`config.mk`:
```
export PLATFORM = sky130hd
export DESIGN_NAME = uart_core_param
export DESIGN_NICKNAME = d
export VERILOG_FILES = /design/src/rtl/uart_core_param.sv
export SDC_FILE = /design/constraint.sdc
export NUM_CORES = 1
export LEC_CHECK = 0
export ABC_AREA = 1
export CAP_MARGIN = 25
export CORE_UTILIZATION = 57
export DETAILED_ROUTE_END_ITERATION = 8
export GPL_TIMING_DRIVEN = 0
export PLACE_DENSITY_LB_ADDON = 0.12
export SYNTH_ARGS = -nofsm -noshare
export SYNTH_HDL_FRONTEND = slang
export SYNTH_HIERARCHICAL = 1
export SYNTH_SLANG_ARGS = --single-unit
```
`constraint.sdc`:
```
create_clock -name clk -period 4.5 [get_ports clk]
set_clock_uncertainty 0.1 [all_clocks]
set_input_delay 0.9 -clock clk [delete_from_list [all_inputs] [get_ports clk]]
set_output_delay 0.9 -clock clk [all_outputs]
set_load 0.02 [all_outputs]
```
`src/rtl/uart_core_param.sv`:
```
// uart_core_param: single-clock UART transceiver with runtime baud/parity/stop config,
// show-ahead RX/TX FIFOs and sticky error flags.
module uart_core_param_fifo #(
  parameter int W = 8,
  parameter int DEPTH = 16
) (
  input  logic         clk,
  input  logic         reset,
  input  logic         push,
  input  logic         pop,
  input  logic [W-1:0] din,
  output logic [W-1:0] dout,
  output logic         full,
  output logic         empty
);
  localparam int AW = $clog2(DEPTH);
  logic [W-1:0] mem [DEPTH];
  logic [AW-1:0] wp, rp;
  logic [AW:0] cnt;
  logic do_push, do_pop;
  assign empty = cnt == '0;
  assign full = cnt == (AW+1)'(DEPTH);
  assign do_pop = pop && !empty;
  assign do_push = push && (!full || do_pop);
  assign dout = mem[rp];
  always_ff @(posedge clk or posedge reset)
    if (reset) begin
      wp <= '0;
      rp <= '0;
      cnt <= '0;
    end else begin
      if (do_push) wp <= wp + AW'(1);
      if (do_pop) rp <= rp + AW'(1);
      cnt <= cnt + (AW+1)'(do_push) - (AW+1)'(do_pop);
    end
  always_ff @(posedge clk)
    if (do_push) mem[wp] <= din;
endmodule

module uart_core_param #(
  parameter int DATA_BITS = 8,
  parameter int FIFO_DEPTH = 16,
  parameter int DIV_WIDTH = 16
) (
  input  logic                 clk,
  input  logic                 reset,
  input  logic [DIV_WIDTH-1:0] baud_div,
  input  logic [1:0]           parity_mode,
  input  logic                 stop2,
  input  logic                 rx,
  output logic                 tx,
  input  logic                 tx_write,
  input  logic [DATA_BITS-1:0] tx_data,
  input  logic                 rx_read,
  output logic [31:0]          rx_data,
  input  logic                 err_clear,
  output logic [7:0]           status
);
  localparam int BW = $clog2(DATA_BITS);
  localparam logic [DIV_WIDTH-1:0] ONE = DIV_WIDTH'(1);
  typedef enum logic [2:0] {IDLE, START, DATA, PARITY, STOP} state_t;
  state_t ts, rs;
  logic [DIV_WIDTH-1:0] div_eff, t_cnt, t_div, r_cnt, r_div;
  logic pen, odd;
  logic [DATA_BITS-1:0] tf_dout, rf_dout, t_sh, r_sh;
  logic tf_full, tf_empty, tf_pop, rf_full, rf_empty;
  logic [BW-1:0] t_bit, r_bit;
  logic t_par, t_pen, t_stop2, t_stopn, t_last;
  logic s1, s2, s2d, r_pen, r_odd, r_par, r_push, r_last;
  logic stop_hit, fe_set, pe_set, ov_set, ferr, perr, ovr;
  assign div_eff = (baud_div < DIV_WIDTH'(4)) ? DIV_WIDTH'(4) : baud_div;
  assign pen = ^parity_mode;
  assign odd = parity_mode[1];
  assign tf_pop = ts == IDLE && !tf_empty;
  assign t_last = t_cnt == '0;
  assign r_last = r_cnt == '0;
  uart_core_param_fifo #(.W(DATA_BITS), .DEPTH(FIFO_DEPTH)) u_tx_fifo (
    .clk(clk), .reset(reset), .push(tx_write), .pop(tf_pop), .din(tx_data),
    .dout(tf_dout), .full(tf_full), .empty(tf_empty)
  );
  uart_core_param_fifo #(.W(DATA_BITS), .DEPTH(FIFO_DEPTH)) u_rx_fifo (
    .clk(clk), .reset(reset), .push(r_push), .pop(rx_read), .din(r_sh),
    .dout(rf_dout), .full(rf_full), .empty(rf_empty)
  );
  always_ff @(posedge clk or posedge reset)
    if (reset) begin
      ts <= IDLE;
      tx <= 1'b1;
      t_cnt <= '0;
      t_div <= '0;
      t_sh <= '0;
      t_bit <= '0;
      t_par <= 1'b0;
      t_pen <= 1'b0;
      t_stop2 <= 1'b0;
      t_stopn <= 1'b0;
    end else begin
      if (ts != IDLE) t_cnt <= t_last ? t_div - ONE : t_cnt - ONE;
      case (ts)
        IDLE: if (!tf_empty) begin
          ts <= START;
          tx <= 1'b0;
          t_sh <= tf_dout;
          t_par <= ^tf_dout ^ odd;
          t_pen <= pen;
          t_stop2 <= stop2;
          t_stopn <= 1'b0;
          t_bit <= '0;
          t_div <= div_eff;
          t_cnt <= div_eff - ONE;
        end
        START: if (t_last) begin
          ts <= DATA;
          tx <= t_sh[0];
        end
        DATA: if (t_last) begin
          if (t_bit == BW'(DATA_BITS - 1)) begin
            ts <= t_pen ? PARITY : STOP;
            tx <= t_pen ? t_par : 1'b1;
          end else begin
            t_sh <= t_sh >> 1;
            tx <= t_sh[1];
            t_bit <= t_bit + BW'(1);
          end
        end
        PARITY: if (t_last) begin
          ts <= STOP;
          tx <= 1'b1;
        end
        STOP: if (t_last) begin
          if (t_stop2 && !t_stopn) t_stopn <= 1'b1;
          else ts <= IDLE;
        end
        default: ts <= IDLE;
      endcase
    end
  // Stop sample decides the character's fate; a good one is pushed the next cycle.
  assign stop_hit = rs == STOP && r_last;
  assign fe_set = stop_hit && !s2;
  assign pe_set = stop_hit && r_pen && (r_par != (^r_sh ^ r_odd));
  assign ov_set = r_push && rf_full && !rx_read;
  always_ff @(posedge clk or posedge reset)
    if (reset) begin
      rs <= IDLE;
      s1 <= 1'b1;
      s2 <= 1'b1;
      s2d <= 1'b1;
      r_cnt <= '0;
      r_div <= '0;
      r_sh <= '0;
      r_bit <= '0;
      r_pen <= 1'b0;
      r_odd <= 1'b0;
      r_par <= 1'b0;
      r_push <= 1'b0;
    end else begin
      s1 <= rx;
      s2 <= s1;
      s2d <= s2;
      r_push <= stop_hit && !fe_set && !pe_set;
      if (rs != IDLE) r_cnt <= r_last ? r_div - ONE : r_cnt - ONE;
      case (rs)
        IDLE: if (s2d && !s2) begin
          rs <= START;
          r_div <= div_eff;
          r_pen <= pen;
          r_odd <= odd;
          r_bit <= '0;
          r_cnt <= (div_eff >> 1) - ONE;
        end
        START: if (r_last) rs <= s2 ? IDLE : DATA;
        DATA: if (r_last) begin
          r_sh <= {s2, r_sh[DATA_BITS-1:1]};
          r_bit <= r_bit + BW'(1);
          if (r_bit == BW'(DATA_BITS - 1)) rs <= r_pen ? PARITY : STOP;
        end
        PARITY: if (r_last) begin
          r_par <= s2;
          rs <= STOP;
        end
        STOP: if (r_last) rs <= IDLE;
        default: rs <= IDLE;
      endcase
    end
  always_ff @(posedge clk or posedge reset)
    if (reset) begin
      ferr <= 1'b0;
      perr <= 1'b0;
      ovr <= 1'b0;
    end else begin
      ferr <= (ferr && !err_clear) || fe_set;
      perr <= (perr && !err_clear) || pe_set;
      ovr <= (ovr && !err_clear) || ov_set;
    end
  assign rx_data = rf_empty ? 32'hFFFF_FFFF : 32'(rf_dout);
  assign status = {ts != IDLE, tf_full, tf_empty, rf_full, rf_empty, ovr, perr, ferr};
endmodule
```
==> reports/metrics.csv <==
stage,metric,value,unit
logic_synthesis,sequential share of the synthesized area,55.8,%
global_route,total global-route track usage,27.7,%
timing,final-layout setup total negative slack,0,ns
power_and_ir_drop,clock network power share,24.7,%
power_and_ir_drop,cell leakage power,10.1,nW
placed_design,worst slack at placement,0.282,ns
setup_path,CP startpoint kind,flip-flop,
outcome,status,"complete, no violations",
die,placeable core region,33800,µm²
power_and_ir_drop,maximum VDD drop,0.479,mV
final_layout,Area Growth Syn to Fin,13.6,%
setup_path,Crit Path Max Fanout,33,
logic_synthesis,Yosys Warn Count,6,
clock_network,clock latency at the later pin of the worst-skew pair,0.55,ns
routing,total via count after detailed routing,15115,
clock_network,clock slew seen by the registers of the worst setup and hold paths,0.06,ns
logic_synthesis,fraction of registers with async set/reset,34.2,%
clock_network,TritonCTS clock tree,yes,
power_and_ir_drop,cell internal power dissipation,8.43,mW
clock_network,cell at the root of the clock tree,clkbuf_16,
power_and_ir_drop,net switching component of the power,5.40,mW
die,Top Ports,74,
clock_network,Max Buffers Root-to-Sink,3,
final_layout,share of cells above drive strength 1,10.1,%
placed_design,GP Congestion,0.933,
logic_synthesis,primary flip-flop cell chosen by synthesis mapping,edfxtp_1,
power_and_ir_drop,Flop pwr share,34.4,%
logic_synthesis,post-synthesis sequential element count,389,
clock_network,count of hold buffers inserted by post-cts repair,0,
setup_path,capturing element type of the critical path,output port,
timing,count of final setup violators,0,
logic_synthesis,"Avg Cell Area, Syn",8.76,µm²
die,initial cell density of the core,58.5,%
routing,drt wl/cell,16.8,µm
timing,final clock period utilization by the worst path,86.2,%
global_route,total global routing overflow,0,
setup_path,data required time at the worst endpoint,3.50,ns
routing,total wirelength of the detailed-routed design,47900,µm
worst_hold_path,Hold Crit Class,flip-flop to flip-flop,
routing,final routed DRC violation total,0,
timing,setup repair after global routing missed its margin,false,
global_route,first-pass GRT wire length,76700,µm
logic_synthesis,number of standard cells after synthesis,2256,
logic_synthesis,synthesized area,19800,µm²
timing,Max Transition Viols Final,0,
final_layout,most common library cell in the layout ignoring fill and taps,nand2_1,
global_route,number of antenna violations at the first check in global routing,0,
power_and_ir_drop,power density of the placed cells,616,nW/µm²
timing,worst hold-check slack,0.256,ns
timing,slew margin rel.,35.7,%
final_layout,diodes inserted,0,
flow_run,total of max-cap violations,0,
die,die outline height,188,µm
global_route,via count of the first global-routing pass,14469,
timing,slew of the pin with the lowest slew margin,0.963,ns
die,die width,188,µm
placed_design,input/output buffers,73,
placed_design,HPWL after DPL,34200,µm
power_and_ir_drop,net switching share of the total power,39.0,%
timing,maximum clock frequency,258,MHz
routing,"antenna viol nets, final",0,
power_and_ir_drop,share of power burned in combinational logic,40.8,%
routing,count of routing violations after the opening detailed-route iteration,1022,
clock_network,CTS H-tree lvls,2,
setup_path,crit path DAT,2.88,ns
clock_network,number of clock sinks,389,
final_layout,final cell count without fillers,2854,
final_layout,Nets,2439,
clock_network,setup bufs post-CTS,0,
timing,Final Hold Violating Endpoints,0,
setup_path,WS Path Type,flip-flop to output port,
placed_design,cell count after placement,2778,
global_route,largest net degree at the start of global routing,65,
logic_synthesis,nets in the synthesized netlist,2322,
routing,DRT Pass-1 Iters,5,
die,die area,35400,µm²
final_layout,"commonest cells after routing, fill and taps aside","nand2_1 (741), edfxtp_1 (256), nor2_1 (247)",
logic_synthesis,Netlist cell types,50,
clock_network,quantity of gates resized following cts,0,
timing,fin worst setup slack,0.621,ns
timing,time the worst path needs with I/O delays and setup,3.88,ns
routing,vias per std cell,5.30,
clock_network,number of buffers inserted during clock tree synthesis,41,
logic_synthesis,number of flops mapped to enable cells by yosys,256,
die,number of placement rows,67,
## cells by family (layout without fill, tap and decap cells)
kind of cell	count (synthesis)	after routing	synth area share (%)
adder cells (fa/ha/maj)	33	33	2.17
flip-flops	389	389	55.8
AO/OA/AOI/OAI	155	155	4.55
XOR/XNOR	40	40	1.77
buffers and inverters	375	525	8.60
AND/OR/NAND/NOR	1264	1264	27.1
## area by class of cell
cell class | count | area [µm²]
tap | 448 | 561
sequential | 389 | 11000
inverter | 273 | 1030
fill | 2728 | 11300
timing repair buffer | 74 | 758
buffer | 102 | 674
clock inverter | 22 | 221
multi-input combinational | 1492 | 7030
clock buffer | 54 | 1150
## final timing paths
check                      slack [ns]  depth (start not counted)                         end                  startpoint
min reg2reg                      0.26                          0                s2$_DFF_PP1_                s1$_DFF_PP1_
min in group asynchronous        0.85                          2         t_sh[1]$_DFFE_PP0P_                       reset
max in group asynchronous        2.67                          3                s2$_DFF_PP1_                       reset
max                              0.62                          6                  rx_data[3]  u_rx_fifo/cnt[3]$_DFF_PP0_
min                              0.26                          0                s2$_DFF_PP1_                s1$_DFF_PP1_
max reg2reg                      0.74                         18  u_tx_fifo/cnt[4]$_DFF_PP0_           ts[2]$_DFFE_PP0P_
## synth_stat cells (all sizes together), types with 12 or more instances
cell	n	area, µm²
buf	90	629
nand3	194	1010
a21oi	26	130
nand2	758	2910
o21ai	78	390
dfrtp	129	3230
xnor2	12	105
xor2	28	245
inv	271	1020
clkbuf	12	45.0
ha	31	388
edfxtp	256	7690
nor2	273	1190
## critical path, stage by stage, from the launching register on
cell and delay [ns]:
dfrtp_1 0.38, inv_1 0.08, ha_1 0.18, nand4_1 0.13, inv_1 0.72, or2_2 0.24
clkdlybuf4s50_1 0.59
## power by group through the flow
stage	registers [mW]	clock network (mW)	logic (mW)
after floorplan	4.72	0	4.07
after global placement	4.80	0	5.46
after detailed placement	4.82	0	5.60
after CTS	4.76	3.46	5.64
after global routing	4.82	3.60	6.32
final	4.76	3.42	5.65
## stage by stage
step	utilization (%)	cell area, µm²	total power [mW]
final	66.4	22400	13.8
after global routing	66.4	22400	14.7
after CTS	66.4	22400	13.9
after detailed placement	62.4	21100	10.4
after global placement	62.3	21000	10.3
after floorplan	-	19800	8.78
## sequential cells by signal (all words and copies together) (netlist names), 4 cells and up
name           cells
u_rx_fifo/rp       4
u_rx_fifo/wp       4
r_cnt             16
r_div             16
t_cnt             16
t_div             16
t_sh               8
u_tx_fifo/wp       4
u_rx_fifo/mem    128
u_tx_fifo/cnt      5
u_tx_fifo/rp       4
r_sh               8
u_tx_fifo/mem    128
u_rx_fifo/cnt      5
## layer usage
layer  share of wire [%]  track usage [%]  up-vias  routed length [µm]
met4                 2.7             9.04        0                1300
met2                  47             45.0      433               22700
met1                  44             38.8     7166               21200
met3                 5.5             3.48       94                2630
li1                    -                -     7422                   -
met5                   0                0        -                   0
Note: power is estimated with default switching activity, not from simulation.
